$ cat src/rtl/text_writer.sv
// rtl/text_writer.sv - character stream to character-memory cell writer with managed text cursor
//
// Purpose: accepts ASCII characters from a mode (keyboard/terminal logic) and turns
// them into registered cell writes at a cursor owned by this block. Handles printable
// characters, newline, carriage return, backspace, line wrap with row-0 clear on
// screen overflow, and full-screen clear.
//
// Optional feature: define TEXT_WRITER_CURSOR_HL_EN to add the cursor highlight
// outputs (hix, hiy, hien, highlight).
//
// Ports:
//   clock, reset        single clock; asynchronous active-high reset
//   sL                  grid select: 0 = 80x60, 1 = 40x30 (sampled only in IDLE)
//   char_valid/ascii/colour, char_ready   character offer handshake
//   clear_req           full-screen clear request (wins over a character)
//   busy                high whenever not IDLE
//   cursor_x, cursor_y  current cursor cell
//   wrx, wry, wren, wascii, wcolour       registered character-memory write port
//   hix, hiy, hien, highlight             (optional) cursor highlight write port
module text_writer #(
  parameter logic [6:0] CLEAR_ASCII  = 7'h20,
  parameter logic [5:0] CLEAR_COLOUR = 6'b000000
) (
  input  logic       clock,
  input  logic       reset,
  input  logic       sL,
  input  logic       char_valid,
  input  logic [6:0] char_ascii,
  input  logic [5:0] char_colour,
  output logic       char_ready,
  input  logic       clear_req,
  output logic       busy,
  output logic [6:0] cursor_x,
  output logic [5:0] cursor_y,
  output logic [6:0] wrx,
  output logic [5:0] wry,
  output logic       wren,
  output logic [6:0] wascii,
  output logic [5:0] wcolour
`ifdef TEXT_WRITER_CURSOR_HL_EN
  ,
  output logic [6:0] hix,
  output logic [5:0] hiy,
  output logic       hien,
  output logic       highlight
`endif
);

  typedef enum logic [2:0] {
    S_IDLE, S_WRITE, S_CLEAR_ROW, S_CLEAR, S_HL_OLD, S_HL_NEW
  } state_t;

  state_t     r_state, w_state_nxt;
  logic       r_mode, w_mode_nxt;
  logic [6:0] r_cur_x, w_cur_x_nxt;
  logic [5:0] r_cur_y, w_cur_y_nxt;
  logic [6:0] r_cnt_x, w_cnt_x_nxt;
  logic [5:0] r_cnt_y, w_cnt_y_nxt;
  logic [6:0] r_char, w_char_nxt;
  logic [6:0] r_wrx, w_wrx_nxt;
  logic [5:0] r_wry, w_wry_nxt;
  logic       r_wren, w_wren_nxt;
  logic [6:0] r_wascii, w_wascii_nxt;
  logic [5:0] r_wcolour, w_wcolour_nxt;

  logic       w_mode_eff;
  logic       w_mode_chg;
  logic [6:0] w_last_x;
  logic [5:0] w_last_y;
  logic [6:0] w_base_x;
  logic [5:0] w_base_y;
  logic [6:0] w_adv_x;
  logic [5:0] w_adv_y;
  logic       w_row_inc;
  logic       w_printable;

`ifdef TEXT_WRITER_CURSOR_HL_EN
  logic [6:0] r_hl_x, w_hl_x_nxt;
  logic [5:0] r_hl_y, w_hl_y_nxt;
  logic [6:0] r_hix, w_hix_nxt;
  logic [5:0] r_hiy, w_hiy_nxt;
  logic       r_hien, w_hien_nxt;
  logic       r_highlight, w_highlight_nxt;
  logic       w_hl_sync;

  // The highlighted cell lags the cursor; any mismatch means a move is pending display.
  assign w_hl_sync = (r_cur_x == r_hl_x) && (r_cur_y == r_hl_y);
  assign char_ready = (r_state == S_IDLE) & ~clear_req & w_hl_sync;
  assign hix       = r_hix;
  assign hiy       = r_hiy;
  assign hien      = r_hien;
  assign highlight = r_highlight;
`else
  assign char_ready = (r_state == S_IDLE) & ~clear_req;
`endif

  assign busy     = (r_state != S_IDLE);
  assign cursor_x = r_cur_x;
  assign cursor_y = r_cur_y;
  assign wrx      = r_wrx;
  assign wry      = r_wry;
  assign wren     = r_wren;
  assign wascii   = r_wascii;
  assign wcolour  = r_wcolour;

  // In IDLE the mode is being resampled from sL this very edge, so the grid size
  // and cursor used for the write issued at acceptance must follow sL directly.
  assign w_mode_eff = (r_state == S_IDLE) ? sL : r_mode;
  assign w_mode_chg = (r_state == S_IDLE) && (sL != r_mode);
  assign w_last_x   = w_mode_eff ? 7'd39 : 7'd79;
  assign w_last_y   = w_mode_eff ? 6'd29 : 6'd59;
  assign w_base_x   = w_mode_chg ? 7'd0 : r_cur_x;
  assign w_base_y   = w_mode_chg ? 6'd0 : r_cur_y;
  assign w_printable = (r_char >= 7'h20) && (r_char <= 7'h7E);

  always_ff @(posedge clock or posedge reset) begin
    if (reset) r_state <= S_IDLE;
    else       r_state <= w_state_nxt;
  end

  always_comb begin
    w_state_nxt   = r_state;
    w_mode_nxt    = r_mode;
    w_cur_x_nxt   = r_cur_x;
    w_cur_y_nxt   = r_cur_y;
    w_cnt_x_nxt   = r_cnt_x;
    w_cnt_y_nxt   = r_cnt_y;
    w_char_nxt    = r_char;
    w_wrx_nxt     = r_wrx;
    w_wry_nxt     = r_wry;
    w_wren_nxt    = 1'b0;
    w_wascii_nxt  = r_wascii;
    w_wcolour_nxt = r_wcolour;
    w_adv_x       = r_cur_x;
    w_adv_y       = r_cur_y;
    w_row_inc     = 1'b0;
`ifdef TEXT_WRITER_CURSOR_HL_EN
    w_hl_x_nxt      = r_hl_x;
    w_hl_y_nxt      = r_hl_y;
    w_hix_nxt       = r_hix;
    w_hiy_nxt       = r_hiy;
    w_hien_nxt      = 1'b0;
    w_highlight_nxt = 1'b0;
`endif

    case (r_state)
      S_IDLE: begin
        w_mode_nxt  = sL;
        w_cur_x_nxt = w_base_x;
        w_cur_y_nxt = w_base_y;
`ifdef TEXT_WRITER_CURSOR_HL_EN
        if (!w_hl_sync) begin
          w_state_nxt = S_HL_OLD;
          w_hien_nxt  = 1'b1;
          w_hix_nxt   = r_hl_x;
          w_hiy_nxt   = r_hl_y;
        end else
`endif
        if (clear_req) begin
          w_state_nxt   = S_CLEAR;
          w_cur_x_nxt   = 7'd0;
          w_cur_y_nxt   = 6'd0;
          w_cnt_x_nxt   = 7'd0;
          w_cnt_y_nxt   = 6'd0;
          w_wren_nxt    = 1'b1;
          w_wrx_nxt     = 7'd0;
          w_wry_nxt     = 6'd0;
          w_wascii_nxt  = CLEAR_ASCII;
          w_wcolour_nxt = CLEAR_COLOUR;
        end else if (char_valid) begin
          w_state_nxt = S_WRITE;
          w_char_nxt  = char_ascii;
          // The cell write is issued from the acceptance edge so wren is high
          // during the WRITE cycle; the cursor itself moves at the end of WRITE.
          if ((char_ascii >= 7'h20) && (char_ascii <= 7'h7E)) begin
            w_wren_nxt    = 1'b1;
            w_wrx_nxt     = w_base_x;
            w_wry_nxt     = w_base_y;
            w_wascii_nxt  = char_ascii;
            w_wcolour_nxt = char_colour;
          end else if ((char_ascii == 7'h08) && ((w_base_x != 7'd0) || (w_base_y != 6'd0))) begin
            w_wren_nxt    = 1'b1;
            w_wrx_nxt     = (w_base_x == 7'd0) ? w_last_x : w_base_x - 7'd1;
            w_wry_nxt     = (w_base_x == 7'd0) ? w_base_y - 6'd1 : w_base_y;
            w_wascii_nxt  = CLEAR_ASCII;
            w_wcolour_nxt = CLEAR_COLOUR;
          end
        end
      end

      S_WRITE: begin
        if (w_printable) begin
          if (r_cur_x == w_last_x) begin
            w_adv_x   = 7'd0;
            w_row_inc = 1'b1;
          end else begin
            w_adv_x = r_cur_x + 7'd1;
          end
        end else if (r_char == 7'h0A) begin
          w_adv_x   = 7'd0;
          w_row_inc = 1'b1;
        end else if (r_char == 7'h0D) begin
          w_adv_x = 7'd0;
        end else if (r_char == 7'h08) begin
          if (r_cur_x != 7'd0) begin
            w_adv_x = r_cur_x - 7'd1;
          end else if (r_cur_y != 6'd0) begin
            w_adv_x = w_last_x;
            w_adv_y = r_cur_y - 6'd1;
          end
        end

        // Running off the bottom wraps to the top and blanks the reused row.
        if (w_row_inc && (r_cur_y == w_last_y)) begin
          w_state_nxt   = S_CLEAR_ROW;
          w_cur_x_nxt   = 7'd0;
          w_cur_y_nxt   = 6'd0;
          w_cnt_x_nxt   = 7'd0;
          w_cnt_y_nxt   = 6'd0;
          w_wren_nxt    = 1'b1;
          w_wrx_nxt     = 7'd0;
          w_wry_nxt     = 6'd0;
          w_wascii_nxt  = CLEAR_ASCII;
          w_wcolour_nxt = CLEAR_COLOUR;
        end else begin
          w_state_nxt = S_IDLE;
          w_cur_x_nxt = w_adv_x;
          w_cur_y_nxt = w_row_inc ? r_cur_y + 6'd1 : w_adv_y;
        end
      end

      S_CLEAR_ROW: begin
        if (r_cnt_x == w_last_x) begin
          w_state_nxt = S_IDLE;
        end else begin
          w_cnt_x_nxt = r_cnt_x + 7'd1;
          w_wren_nxt  = 1'b1;
          w_wrx_nxt   = r_cnt_x + 7'd1;
          w_wry_nxt   = 6'd0;
        end
      end

      S_CLEAR: begin
        if (r_cnt_x == w_last_x) begin
          if (r_cnt_y == w_last_y) begin
            w_state_nxt = S_IDLE;
          end else begin
            w_cnt_x_nxt = 7'd0;
            w_cnt_y_nxt = r_cnt_y + 6'd1;
            w_wren_nxt  = 1'b1;
          end
        end else begin
          w_cnt_x_nxt = r_cnt_x + 7'd1;
          w_wren_nxt  = 1'b1;
        end
        w_wrx_nxt = w_cnt_x_nxt;
        w_wry_nxt = w_cnt_y_nxt;
      end

`ifdef TEXT_WRITER_CURSOR_HL_EN
      S_HL_OLD: begin
        w_state_nxt     = S_HL_NEW;
        w_hien_nxt      = 1'b1;
        w_highlight_nxt = 1'b1;
        w_hix_nxt       = r_cur_x;
        w_hiy_nxt       = r_cur_y;
        w_hl_x_nxt      = r_cur_x;
        w_hl_y_nxt      = r_cur_y;
      end

      S_HL_NEW: begin
        w_state_nxt = S_IDLE;
      end
`endif

      default: w_state_nxt = S_IDLE;
    endcase
  end

  // r_mode resets to 0 rather than to sL: while IDLE the effective mode is sL
  // itself, and a mismatch just after reset only re-homes a cursor already at (0,0).
  always_ff @(posedge clock or posedge reset) begin
    if (reset) begin
      r_mode    <= 1'b0;
      r_cur_x   <= 7'd0;
      r_cur_y   <= 6'd0;
      r_cnt_x   <= 7'd0;
      r_cnt_y   <= 6'd0;
      r_char    <= 7'd0;
      r_wrx     <= 7'd0;
      r_wry     <= 6'd0;
      r_wren    <= 1'b0;
      r_wascii  <= 7'd0;
      r_wcolour <= 6'd0;
    end else begin
      r_mode    <= w_mode_nxt;
      r_cur_x   <= w_cur_x_nxt;
      r_cur_y   <= w_cur_y_nxt;
      r_cnt_x   <= w_cnt_x_nxt;
      r_cnt_y   <= w_cnt_y_nxt;
      r_char    <= w_char_nxt;
      r_wrx     <= w_wrx_nxt;
      r_wry     <= w_wry_nxt;
      r_wren    <= w_wren_nxt;
      r_wascii  <= w_wascii_nxt;
      r_wcolour <= w_wcolour_nxt;
    end
  end

`ifdef TEXT_WRITER_CURSOR_HL_EN
  always_ff @(posedge clock or posedge reset) begin
    if (reset) begin
      r_hl_x      <= 7'd0;
      r_hl_y      <= 6'd0;
      r_hix       <= 7'd0;
      r_hiy       <= 6'd0;
      r_hien      <= 1'b0;
      r_highlight <= 1'b0;
    end else begin
      r_hl_x      <= w_hl_x_nxt;
      r_hl_y      <= w_hl_y_nxt;
      r_hix       <= w_hix_nxt;
      r_hiy       <= w_hiy_nxt;
      r_hien      <= w_hien_nxt;
      r_highlight <= w_highlight_nxt;
    end
  end
`endif

endmodule

$ cat config.mk
export PLATFORM = sky130hd
export DESIGN_NAME = text_writer
export DESIGN_NICKNAME = d
export VERILOG_FILES = /design/src/rtl/text_writer.sv
export SDC_FILE = /design/constraint.sdc
export NUM_CORES = 1
export LEC_CHECK = 0
export CORE_AREA = 2 2 83 100
export CTS_BUF_LIST = sky130_fd_sc_hd__clkbuf_4
export DETAILED_ROUTE_END_ITERATION = 10
export DIE_AREA = 0 0 85 102
export PLACE_DENSITY = 0.95
export SETUP_SLACK_MARGIN = 0.05
export SLEW_MARGIN = 10
export SYNTH_ARGS = -nofsm -noshare
export SYNTH_HDL_FRONTEND = slang
export SYNTH_SLANG_ARGS = --single-unit
export TNS_END_PERCENT = 100
$ cat constraint.sdc
create_clock -name clock -period 6 [get_ports clock]
set_input_delay 1.2 -clock clock [delete_from_list [all_inputs] [get_ports clock]]
set_output_delay 1.2 -clock clock [all_outputs]
set_load 0.05 [all_outputs]
Word-level counts from Yosys, hierarchy flattened
Index checks and enable logic that the tools add are counted.
W data, S select, Z words.
{ "word_totals": {"in_bits": 18, "ram_bits": 0, "rom_bits": 0, "latch_bits": 0, "out_inout_bits": 42, "reg_bits": 64, "wordCells": 158, "memories": 0} }
{ "classes": {"n_mul": 0, "n_addsub": 8, "shift": 0, "reduce_logical": 24, "div": 0, "order_cmp": 4, "muxes": 80, "eq_ne": 28, "bitwise_logic": 2} }
{ "ops": {"columns": ["operator", "n"], "rows": [
  ["$mux W7", 26],
  ["$mux W6", 25],
  ["$pmux W7 S4", 2],
  ["$eq A7 B4 Y1 const B", 4],
  ["$pmux W7 S2", 2],
  ["$ne A4 B3 Y1 const B", 6],
  ["$pmux W6 S2", 2],
  ["$pmux W6 S4", 1],
  ["$pmux W6 S3", 1],
  ["$mux W3", 5],
  ["$add A7 B1 Y7 const B", 2],
  ["$eq A7 B7 Y1", 2],
  ["$ge A7 B6 Y1 const B", 2],
  ["$le A7 B7 Y1 const B", 2],
  ["$reduce_bool A7 Y1", 2],
  ["$sub A7 B1 Y7 const B", 2],
  ["$mux W1", 13],
  ["$add A6 B1 Y6 const B", 2],
  ["$eq A6 B6 Y1", 2],
  ["$ne A2 B2 Y1 const B", 6],
  ["$pmux W3 S4", 1],
  ["$reduce_and A4 Y1", 3],
  ["$reduce_bool A6 Y1", 2],
  ["$sub A6 B1 Y6 const B", 2],
  ["21 further kinds", 29]
]} }

Depth between registers and ports, before layout
Gate-level depths: netlist of run 1.
{ "logic_depth": {"ltp_word": 11, "ltp_mapped": 15, "mapped_depth_nobuf": 13} }

Worst setup path before layout of run 1
OpenSTA, ideal clock, no wires.
{ "synth_timing": {"path_type": "input port to flip-flop", "start": "input port sL", "end": "register r_wrx[0] (netlist: wrx[0])", "path_stages": 10, "arrival_time_ns": 3.202, "t_required_ns": 5.875, "n_path_buf": 2, "setup_time_ns": 0.125, "path_slack_ns": 2.674, "path_cell_list": "xor2_1 -> nand2_1 -> clkbuf_1 -> nand2_1 -> ha_1 -> o211a_1 -> o21a_1 -> a211oi_4 -> buf_6 -> mux2_2"} }
{ "synth_via": {"elab_chain_cells": 10, "word_cells_on_any_way": 33, "classes_between": "add/sub: 1; eq/ne: 8; mux: 16; reduce/logical: 8"} }
{ "synth_lines": {"columns": ["element", "line_no", "source"], "rows": [
  ["start, declared", "26", "input logic sL,"],
  ["$ne A1 B1 Y1", "109", "assign w_mode_chg = (r_state == S_IDLE) && (sL != r_mode);"],
  ["$logic_and A1 B1 Y1", "109", null],
  ["$mux W7", "112", "assign w_base_x = w_mode_chg ? 7'd0 : r_cur_x;"],
  ["$sub A7 B1 Y7 / $logic_not A7 Y1 (equally long branches)", "183", "w_wrx_nxt = (w_base_x == 7'd0) ? w_last_x : w_base_x - 7'd1;"],
  ["$mux W7", "183", null],
  ["$mux W7", "181", "end else if ((char_ascii == 7'h08) && ((w_base_x != 7'd0) || (w_base_y != 6'd0))) begin"],
  ["$mux W7", "175", "if ((char_ascii >= 7'h20) && (char_ascii <= 7'h7E)) begin"],
  ["$mux W7", "170", "end else if (char_valid) begin"],
  ["$mux W7", "159", "if (clear_req) begin"],
  ["$pmux W7 S4", "146", "case (r_state)"],
  ["end signal, assigned", "302", "r_wrx <= w_wrx_nxt;"],
  ["end, declared", "60", "logic [6:0] r_wrx, w_wrx_nxt;"]
]} }
Parallel ways exist; a longest one is shown, timed or not. The select of a mux whose other input is x is not followed.
A chain may end at the register's enable or synchronous reset.

Worst setup path in the final report of run 1
{ "layout_timing": {"start": "input port clear_req", "end": "output port char_ready"} }
{ "layout_via": {"elab_chain_cells": 2} }
{ "layout_lines": {"columns": ["element", "line_no", "source"], "rows": [
  ["start, declared", "31", "input logic clear_req,"],
  ["$not A1 Y1 (no source line)", null, null],
  ["$and A1 B1 Y1", "94", "assign char_ready = (r_state == S_IDLE) & ~clear_req;"],
  ["end, declared", "30", "output logic char_ready,"]
]} }
Every way passes these cells.

==> flow_summary.toml, run 1 <==
[route]
drt.antenna.violating_nets = 0
wl_met3_mm = 1.33
avgRoutedWirePerCell_um = 19.6
dr.pass1.iters = 6
via_count = 4643
m1WireLength_mm = 4.95
met2_length_mm = 6.12
via_per_inst = 7.02
routed_wl_mm = 13.0
top_layer_used = "met4"
drc = 0
first_iter_violations = 502

[worst_setup_path]
startpoint_type = "primary input"
startpoint = "clear_req"
crit_family = "buffers and inverters"
critical_path.max_fanout = 10
r2r_start = "r_state[1]$_DFFE_PP0P_"
end_kind = "output port"
path_common_cell = "clkdlybuf4s50_1"
critical_path.slowest_cell = "clkdlybuf4s50_1"
path_buf_inv = 3
cpPeakStageDelay_ns = 0.84
crit_type = "in -> out"
required_ns = 4.80
arrival_ns = 3.15
crit_chain = "clkdlybuf4s50_1 > nand2b_1 > inv_2 > clkdlybuf4s50_1"

[layout]
finalNetCount = 596
final_cell_area_mm2 = 0.00542
drive_above_1_share_pct = 10.0
final_common_cell = "dfrtp_1"
areaGrowthSynthToFinish_pct = 16.4
nFillCells = 568
mostFrequentLayoutCells = "63 x dfrtp_1, 59 x clkdlybuf4s50_1, 53 x nand2_1, 35 x nor2_1, 28 x o21ai_0"
final_util_pct = 70.7
num_antenna_cells = 0
layout.cells.non_filler = 661

[clocking]
post_cts_buffers = 0
cts_resized = 0
clock-sinks = 63
htree_levels = 3
cts_tree = "yes"
clk_latency_ns = 0.43
cts-hold-fix-buffers = 0
cts-root-buf = "clkbuf_4"
cts_buffers = 9
clk_pin_slew_ns = 0.11
cts_buffer_depth = 2

[power]
seqPwrFrac_pct = 50.3
p_sw_mw = 0.188
power_mw = 0.844
clockPowerShare_pct = 45.1
cellPowerDensity_mw_per_mm2 = 156
switching_share_pct = 22.3
intPower_mw = 0.655
p_leak_nw = 2.22
vdd_ir_drop_max_mv = 0.203
combPwrFrac_pct = 4.6

[synthesis]
yosysWarnings = 0
synth_top_family_by_area = "compound AO/OA/AOI/OAI gates"
synth_adder_area_share_pct = 3.76
synth-edff-count = 0
postSynthCellCount = 521
synthMuxAreaShare_pct = 9.27
async_reset_ff_share_pct = 100
synth-seq-cells = 63
seq_area_frac_synth_pct = 33.9
synth-xor-area-share_pct = 2.82
synth-compound-area-share_pct = 25.2
ys.flop_type = "dfrtp_1"
syn_avg_cell_area_um2 = 8.94
netlist_area_mm2 = 0.00466
synth-simple-area-share_pct = 20.4
synthesis.nets = 553
yosysUniqueCellTypes = 80

[sta]
min_period_ns = 4.35
min_period_over_period_pct = 72.6
hold_violations = 0
clock.fmax_mhz = 230
max_slew_margin_pct = 39.5
worst_pin_slew_ns = 0.907
rsz0062_at_grt = "false"
skew_ns = 0.0267
final.setup.tns_ns = 0
setup_viol = 0
slew_viol_final = 0

[floorplanning]
die_w_um = 85
design.core.area_mm2 = 0.00766
die_y_um = 102
num_rows = 35
io_pins = 60
initial_core_util_pct = 60.8
die_area_mm2 = 0.00867

[place]
port_buffers = 59
gp_congestion = 1.00
dpl_cell_area_mm2 = 0.00524
hpwl_mm = 9.42
dp_cells = 645

[global_route]
grt_first_pass_wirelength_mm = 21.5
antenna_found_initial = 0
grt_max_degree = 64
grt_overflow_total = 0
grt_pass1_vias = 4533
grt_util_all_layers_pct = 30.9

[hold_path]
min_path_type = "reg -> reg"
hold_start = "wry[2]$_DFFE_PP0P_"

[run_status]
status = "complete, no violations"

[run]
max_cap_viol_count = 0
-- worst reg2reg max path, delay by kind of cell, from the launching register on --
kind / cells / cell delay, ns
multiplexers: 3 / 1.10
adder cells (fa/ha/maj): 1 / 0.39
buffers and inverters: 2 / 0.28
AO/OA/AOI/OAI: 3 / 1.73
flip-flops: 1 / 0.44
-- Yosys cell counts, types with 6 or more instances --
cell,count,area (um2)
nand3_1,22,110
nand2_1,53,199
o31ai_1,17,128
nand4_1,7,43.8
mux2_1,8,90.1
nand2b_1,6,37.5
o21ai_1,11,55.1
a21oi_1,15,75.1
mux2_2,17,191
inv_1,14,52.6
or3_1,6,37.5
nor2_1,35,131
dfrtp_1,63,1580
mux2i_1,9,90.1
ha_1,14,175
clkbuf_1,22,82.6
nor3_1,12,60.1
a31oi_1,14,87.6
xnor2_1,10,87.6
o22ai_1,12,75.1
o21ai_0,28,140
-- metal layers --
| layer | track usage (%) | vias to the layer above |
|---|---|---|
| li1 | - | 2073 |
| met1 | 38.9 | 2175 |
| met2 | 48.8 | 326 |
| met3 | 7.19 | 69 |
| met4 | 18.3 | 0 |
| met5 | 0 | - |
-- path summary, 6_finish.rpt --
path,to,slack [ns],depth (start not counted)
min in group asynchronous,r_cnt_x[3]$_DFFE_PP0P_,1.31,3
max in group asynchronous,cursor_y[2]$_DFFE_PP0P_,4.16,3
hold / removal,wry[2]$_DFFE_PP0P_,0.50,1
setup / recovery,char_ready,1.65,4
setup reg to reg,wrx[1]$_DFFE_PP0P_,1.97,9
hold reg to reg,wry[2]$_DFFE_PP0P_,0.50,1
-- power groups by stage --
stage                     Combinational (mW)  Clock [mW]  Sequential, mW
final                                 0.0385       0.381           0.424
after detailed placement              0.0383           0           0.433
after floorplan                       0.0170           0           0.433
after CTS                             0.0387       0.383           0.424
after global placement                0.0371           0           0.433
after global routing                  0.0428       0.402           0.425
-- stage by stage --
step | hold WS [ns] | worst slack, ns
2_1_floorplan | 0.494 | 2.67
3_3_place_gp | 0.469 | 1.54
3_5_place_dp | 0.480 | 1.39
4_1_cts | 0.505 | 1.66
5_1_grt | 0.530 | 1.54
6_report | 0.504 | 1.65
-- state kept, by name, indices dropped and copies added (netlist names) --
| register | flops |
|---|---|
| wrx | 7 |
| wry | 6 |
| r_cnt_x | 7 |
| r_mode | 1 |
| wcolour | 6 |
| wren | 1 |
| cursor_x | 7 |
| cursor_y | 6 |
| r_char | 7 |
| r_cnt_y | 6 |
| wascii | 7 |
| r_state | 2 |
-- area by class of cell --
| cell class | instances | area (um2) | area share, % |
|---|---|---|---|
| tap | 92 | 115 | 2.12 |
| sequential | 63 | 1580 | 29.1 |
| clock inverter | 6 | 108 | 1.99 |
| timing repair buffer | 63 | 621 | 11.4 |
| clock buffer | 10 | 75.1 | 1.39 |
| multi-input combinational | 411 | 2860 | 52.8 |
| inverter | 16 | 62.6 | 1.15 |
-- cell families after synthesis --
logic type / count (synthesis)
xor gates and xnor gates: 15
muxes: 37
buffers and inverters: 47
adders and majority gates: 14
AOI/OAI and AO/OA: 163
and+or+nand+nor: 182
DFF: 63
No activity file was read; power rests on OpenSTA's default activity.
==> inputs of run 2 (changes only) <==
- CORE_AREA: 2 2 83 100 -> 2 2 90 109
- DIE_AREA: 0 0 85 102 -> 0 0 92 111
- PLACE_DENSITY: 0.95 -> 0.88
- clock period: 6 -> 3.9 ns (I/O delays scaled with it)
==> run 2 against run 1 <==
Compared with the run above:
- total power increased by 45%
- largest cell class unchanged
- count of clock-buffer cells in the layout stayed put
- combinational power increased by 52%
- setup slack got worse by 1.4 ns
- highest routed layer unchanged
- critical path depth unchanged
==> flow_summary.toml, run 2 (synthesized netlist as in run 1, its figures left out) <==
[power]
cellPowerDensity_mw_per_mm2 = 222
p_leak_nw = 2.24
vdd_ir_drop_max_mv = 0.255
power_mw = 1.22

[hold_path]
min_path_type = "reg -> reg"
hold_start = "wrx[2]$_DFFE_PP0P_"
whs_path_depth = 1
min_to = "wrx[2]$_DFFE_PP0P_"

[sta]
max_slew_margin_pct = 38.5
slew_viol_final = 0
clock.fmax_mhz = 277
min_period_ns = 3.61
setup_ws_ns = 0.287
final.setup.tns_ns = 0
setup_viol = 0
hold_violations = 0
min_period_over_period_pct = 92.6
skew_ns = 0.0153
worst_pin_slew_ns = 0.919
rsz0062_at_grt = "false"

[floorplanning]
die_w_um = 92
die_area_mm2 = 0.0102
die_y_um = 111
design.core.area_mm2 = 0.00927
num_rows = 39
initial_core_util_pct = 50.2
io_pins = 60

[worst_setup_path]
r2r-end = "cursor_y[4]$_DFFE_PP0P_"
path_buf_inv = 3
ff2ff_setup_slack_ns = 0.62
crit_chain = "clkdlybuf4s50_1 > nand2b_1 > inv_2 > clkdlybuf4s50_1"
crit_family = "buffers and inverters"
required_ns = 3.12
r2r_start = "r_state[1]$_DFFE_PP0P_"
crit_type = "in -> out"
path_common_cell = "clkdlybuf4s50_1"
critical_path.slowest_cell = "clkdlybuf4s50_1"
cpPeakStageDelay_ns = 0.85
end_kind = "output port"
startpoint_type = "primary input"
critical_path.max_fanout = 10
reg2reg_depth = 14
arrival_ns = 2.83

[clocking]
cts-root-buf = "clkbuf_4"
cts-hold-fix-buffers = 0
clock-sinks = 63
cts_buffer_depth = 2
cts_tree = "yes"
clk_pin_slew_ns = 0.11
clk_latency_ns = 0.43
htree_levels = 3
cts_resized = 0
post_cts_buffers = 0
cts_buffers = 9

[route]
avgRoutedWirePerCell_um = 18.3
dr.pass1.iters = 5
drc = 0
via_per_inst = 6.49
drt.antenna.violating_nets = 0
first_iter_violations = 373
routed_wl_mm = 12.8
via_count = 4542

[layout]
multi_input_area_mm2 = 0.00286
num_antenna_cells = 0
nFillCells = 812
final_common_cell = "dfrtp_1"
areaGrowthSynthToFinish_pct = 18.0
layout.cells.non_filler = 700
finalNetCount = 604
mostFrequentLayoutCells = "63 x dfrtp_1, 59 x clkdlybuf4s50_1, 53 x nand2_1, 35 x nor2_1, 28 x o21ai_0"
drive_above_1_share_pct = 11.3
regArea_mm2 = 0.00158

[place]
port_buffers = 59
dp_cells = 684
dp_slack_ns = 0.291
gp_congestion = 0.970
hpwl_mm = 9.47

[run]
max_cap_viol_count = 0

[global_route]
grt_max_degree = 38
grt_util_all_layers_pct = 25.4
grt_first_pass_wirelength_mm = 21.1
grt_overflow_total = 0
grt_pass1_vias = 4223
antenna_found_initial = 0

[run_status]
status = "complete, no violations"
run 2: area by class of cell:
type                    instances  area share (%)
flip-flops and latches         63            28.7
inverters                      16            1.14
repair buffers                 71            12.4
clock inverters                 6            1.55
well taps                     123            2.80
multi-input cells             411            52.1
clock buffers                  10            1.37
run 2: worst reg2reg max path, cell delays in order (launching register included):
cell,delay (ns)
dfrtp_1,0.43
inv_1,0.14
ha_1,0.29
mux2i_4,0.45
inv_4,0.14
mux2i_4,0.23
o31ai_4,0.26
buf_4,0.24
xnor2_1,0.08
ha_1,0.22
nor2_1,0.13
nand2_1,0.09
mux2i_1,0.20
nand4bb_1,0.17
a31oi_1,0.09
run 2: power breakdown:
group          internal (mW)  switching, mW
logic                 0.0239         0.0347
clock network          0.265          0.246
registers              0.653              0
run 2: layer usage:
layer | up-vias | wire length [um] | track usage (%)
met2 | 269 | 6040 | 40.6
li1 | 2082 | - | -
met1 | 2151 | 5210 | 33.5
met3 | 40 | 1070 | 4.89
met4 | 0 | 482 | 11.4
met5 | - | 0 | 0
run 2: worst max path at each step:
stage	to	slack [ns]	from	depth (start not counted)
3_3_place_gp	char_ready	0.34	clear_req	4
3_5_place_dp	wascii[0]$_DFFE_PP0P_	0.29	sL	10
6_report	char_ready	0.29	clear_req	4
2_1_floorplan	wrx[0]$_DFFE_PP0P_	0.99	sL	10
5_1_grt	char_ready	0.23	clear_req	4
4_1_cts	char_ready	0.34	clear_req	4
run 2: stage by stage:
step                      instance area [um2]  util, %  hold WS (ns)
after floorplan                          4660        -         0.494
after global placement                   5340     57.6         0.468
after detailed placement                 5340     57.6         0.478
after CTS                                5500     59.3         0.506
after global routing                     5500     59.3         0.529
final                                    5500     59.3         0.501
==> inputs of run 3 (changes only) <==
- GPL_ROUTABILITY_DRIVEN: not set -> 0
==> run 3 against run 2 <==
Compared with the run above:
- global-route usage rose by 0.15 points
- critical path depth did not move
- setup slack got worse by 0.028 ns
- largest power group unchanged
- worst hold slack gained 0.0024 ns
- critical path type unchanged
- register-to-register slack lost 0.13 ns
==> flow_summary.toml, run 3 (synthesized netlist as in run 1, its figures left out) <==
[global_route]
grt_overflow_total = 0
grt_first_pass_wirelength_mm = 21.1
grt_max_degree = 39
antenna_found_initial = 0
grt_pass1_vias = 4338
grt_util_all_layers_pct = 25.6

[worst_setup_path]
required_ns = 3.12
end_kind = "output port"
critical_path.max_fanout = 10
arrival_ns = 2.86
critical_path.slowest_cell = "clkdlybuf4s50_1"
crit_chain = "clkdlybuf4s50_1 > nand2b_1 > inv_2 > clkdlybuf4s50_1"
startpoint = "clear_req"
startpoint_type = "primary input"
r2r_start = "r_state[1]$_DFFE_PP0P_"
cpPeakStageDelay_ns = 0.86
crit_type = "in -> out"
path_common_cell = "clkdlybuf4s50_1"

[place]
port_buffers = 59
dpl_cell_area_mm2 = 0.00533
dp_cells = 683
dp_slack_ns = 0.164
hpwl_mm = 9.31

[clocking]
clk_latency_ns = 0.43
cts_buffer_depth = 2
clk_pin_slew_ns = 0.11
cts_tree = "yes"
htree_levels = 3
clock-sinks = 63
cts-root-buf = "clkbuf_4"
cts_buffers = 9
cts-hold-fix-buffers = 0
cts_resized = 0
post_cts_buffers = 0

[layout]
multi_input_area_mm2 = 0.00286
layout.cells.non_filler = 700
mostFrequentLayoutCells = "63 x dfrtp_1, 59 x clkdlybuf4s50_1, 53 x nand2_1, 35 x nor2_1, 28 x o21ai_0"
finalNetCount = 603
final_util_pct = 58.6
drive_above_1_share_pct = 10.9
regArea_mm2 = 0.00158
final_common_cell = "dfrtp_1"
final_cell_area_mm2 = 0.00543
nFillCells = 798
areaGrowthSynthToFinish_pct = 16.7

[route]
via_count = 4591
via_per_inst = 6.56
avgRoutedWirePerCell_um = 18.2
first_iter_violations = 412
drc = 0
drt.antenna.violating_nets = 0
dr.pass1.iters = 7
routed_wl_mm = 12.7

[sta]
max_slew_margin_pct = 37.3
rsz0062_at_grt = "false"
skew_ns = 0.00933
final.setup.tns_ns = 0
slew_viol_final = 0
min_period_over_period_pct = 93.4
setup_ws_ns = 0.259
worst_pin_slew_ns = 0.937
hold_violations = 0
setup_viol = 0
min_period_ns = 3.64
clock.fmax_mhz = 275
holdWs_ns = 0.503

[hold_path]
min_path_type = "reg -> reg"
hold_start = "wry[3]$_DFFE_PP0P_"

[power]
cellPowerDensity_mw_per_mm2 = 199
vdd_ir_drop_max_mv = 0.163
p_leak_nw = 2.21
power_mw = 1.08

[floorplanning]
io_pins = 60
design.core.area_mm2 = 0.00927
die_area_mm2 = 0.0102
num_rows = 39
die_w_um = 92
die_y_um = 111
initial_core_util_pct = 50.2

[run_status]
status = "complete, no violations"

[run]
max_cap_viol_count = 0
==> run 3: area by class of cell <==
cell class	count	share of cell area (%)
Timing Repair Buffer	70	12.4
Inverter	16	1.15
Antenna cell	1	0.0461
Sequential cell	63	29.0
Clock buffer	10	1.38
Tap cell	123	2.83
Clock inverter	6	0.507
Multi-Input combinational cell	411	52.7
==> run 3: power breakdown <==
part | leakage (nW) | internal, mW | total, mW | switching [mW]
Sequential | 0.820 | 0.653 | 0.653 | 0
Clock | 0.0648 | 0.129 | 0.368 | 0.239
Combinational | 1.33 | 0.0239 | 0.0594 | 0.0355
Total | 2.21 | 0.806 | 1.08 | 0.274
==> run 3: routing by layer <==
layer | share of wire, % | vias up | global-route usage (%)
met5 | 0 | - | 0
met2 | 48 | 266 | 40.5
met1 | 40 | 2189 | 32.7
met4 | 4.0 | 0 | 13.6
met3 | 8.4 | 54 | 5.44
li1 | - | 2082 | -
==> run 3: path summary, 6_finish.rpt <==
check / to / slack (ns) / cells past startpoint
max: char_ready / 0.26 / 4
min: wry[3]$_DFFE_PP0P_ / 0.50 / 1
max reg2reg: cursor_y[4]$_DFFE_PP0P_ / 0.49 / 14
min reg2reg: wry[3]$_DFFE_PP0P_ / 0.50 / 1
max in group asynchronous: cursor_y[1]$_DFFE_PP0P_ / 2.28 / 3
min in group asynchronous: r_cnt_x[5]$_DFFE_PP0P_ / 0.72 / 2
==> run 3: worst max-delay path, delay by kind of cell <==
family / cells / cell delay, ns
and+or+nand+nor: 1 / 0.36
buffers and inverters: 3 / 1.72
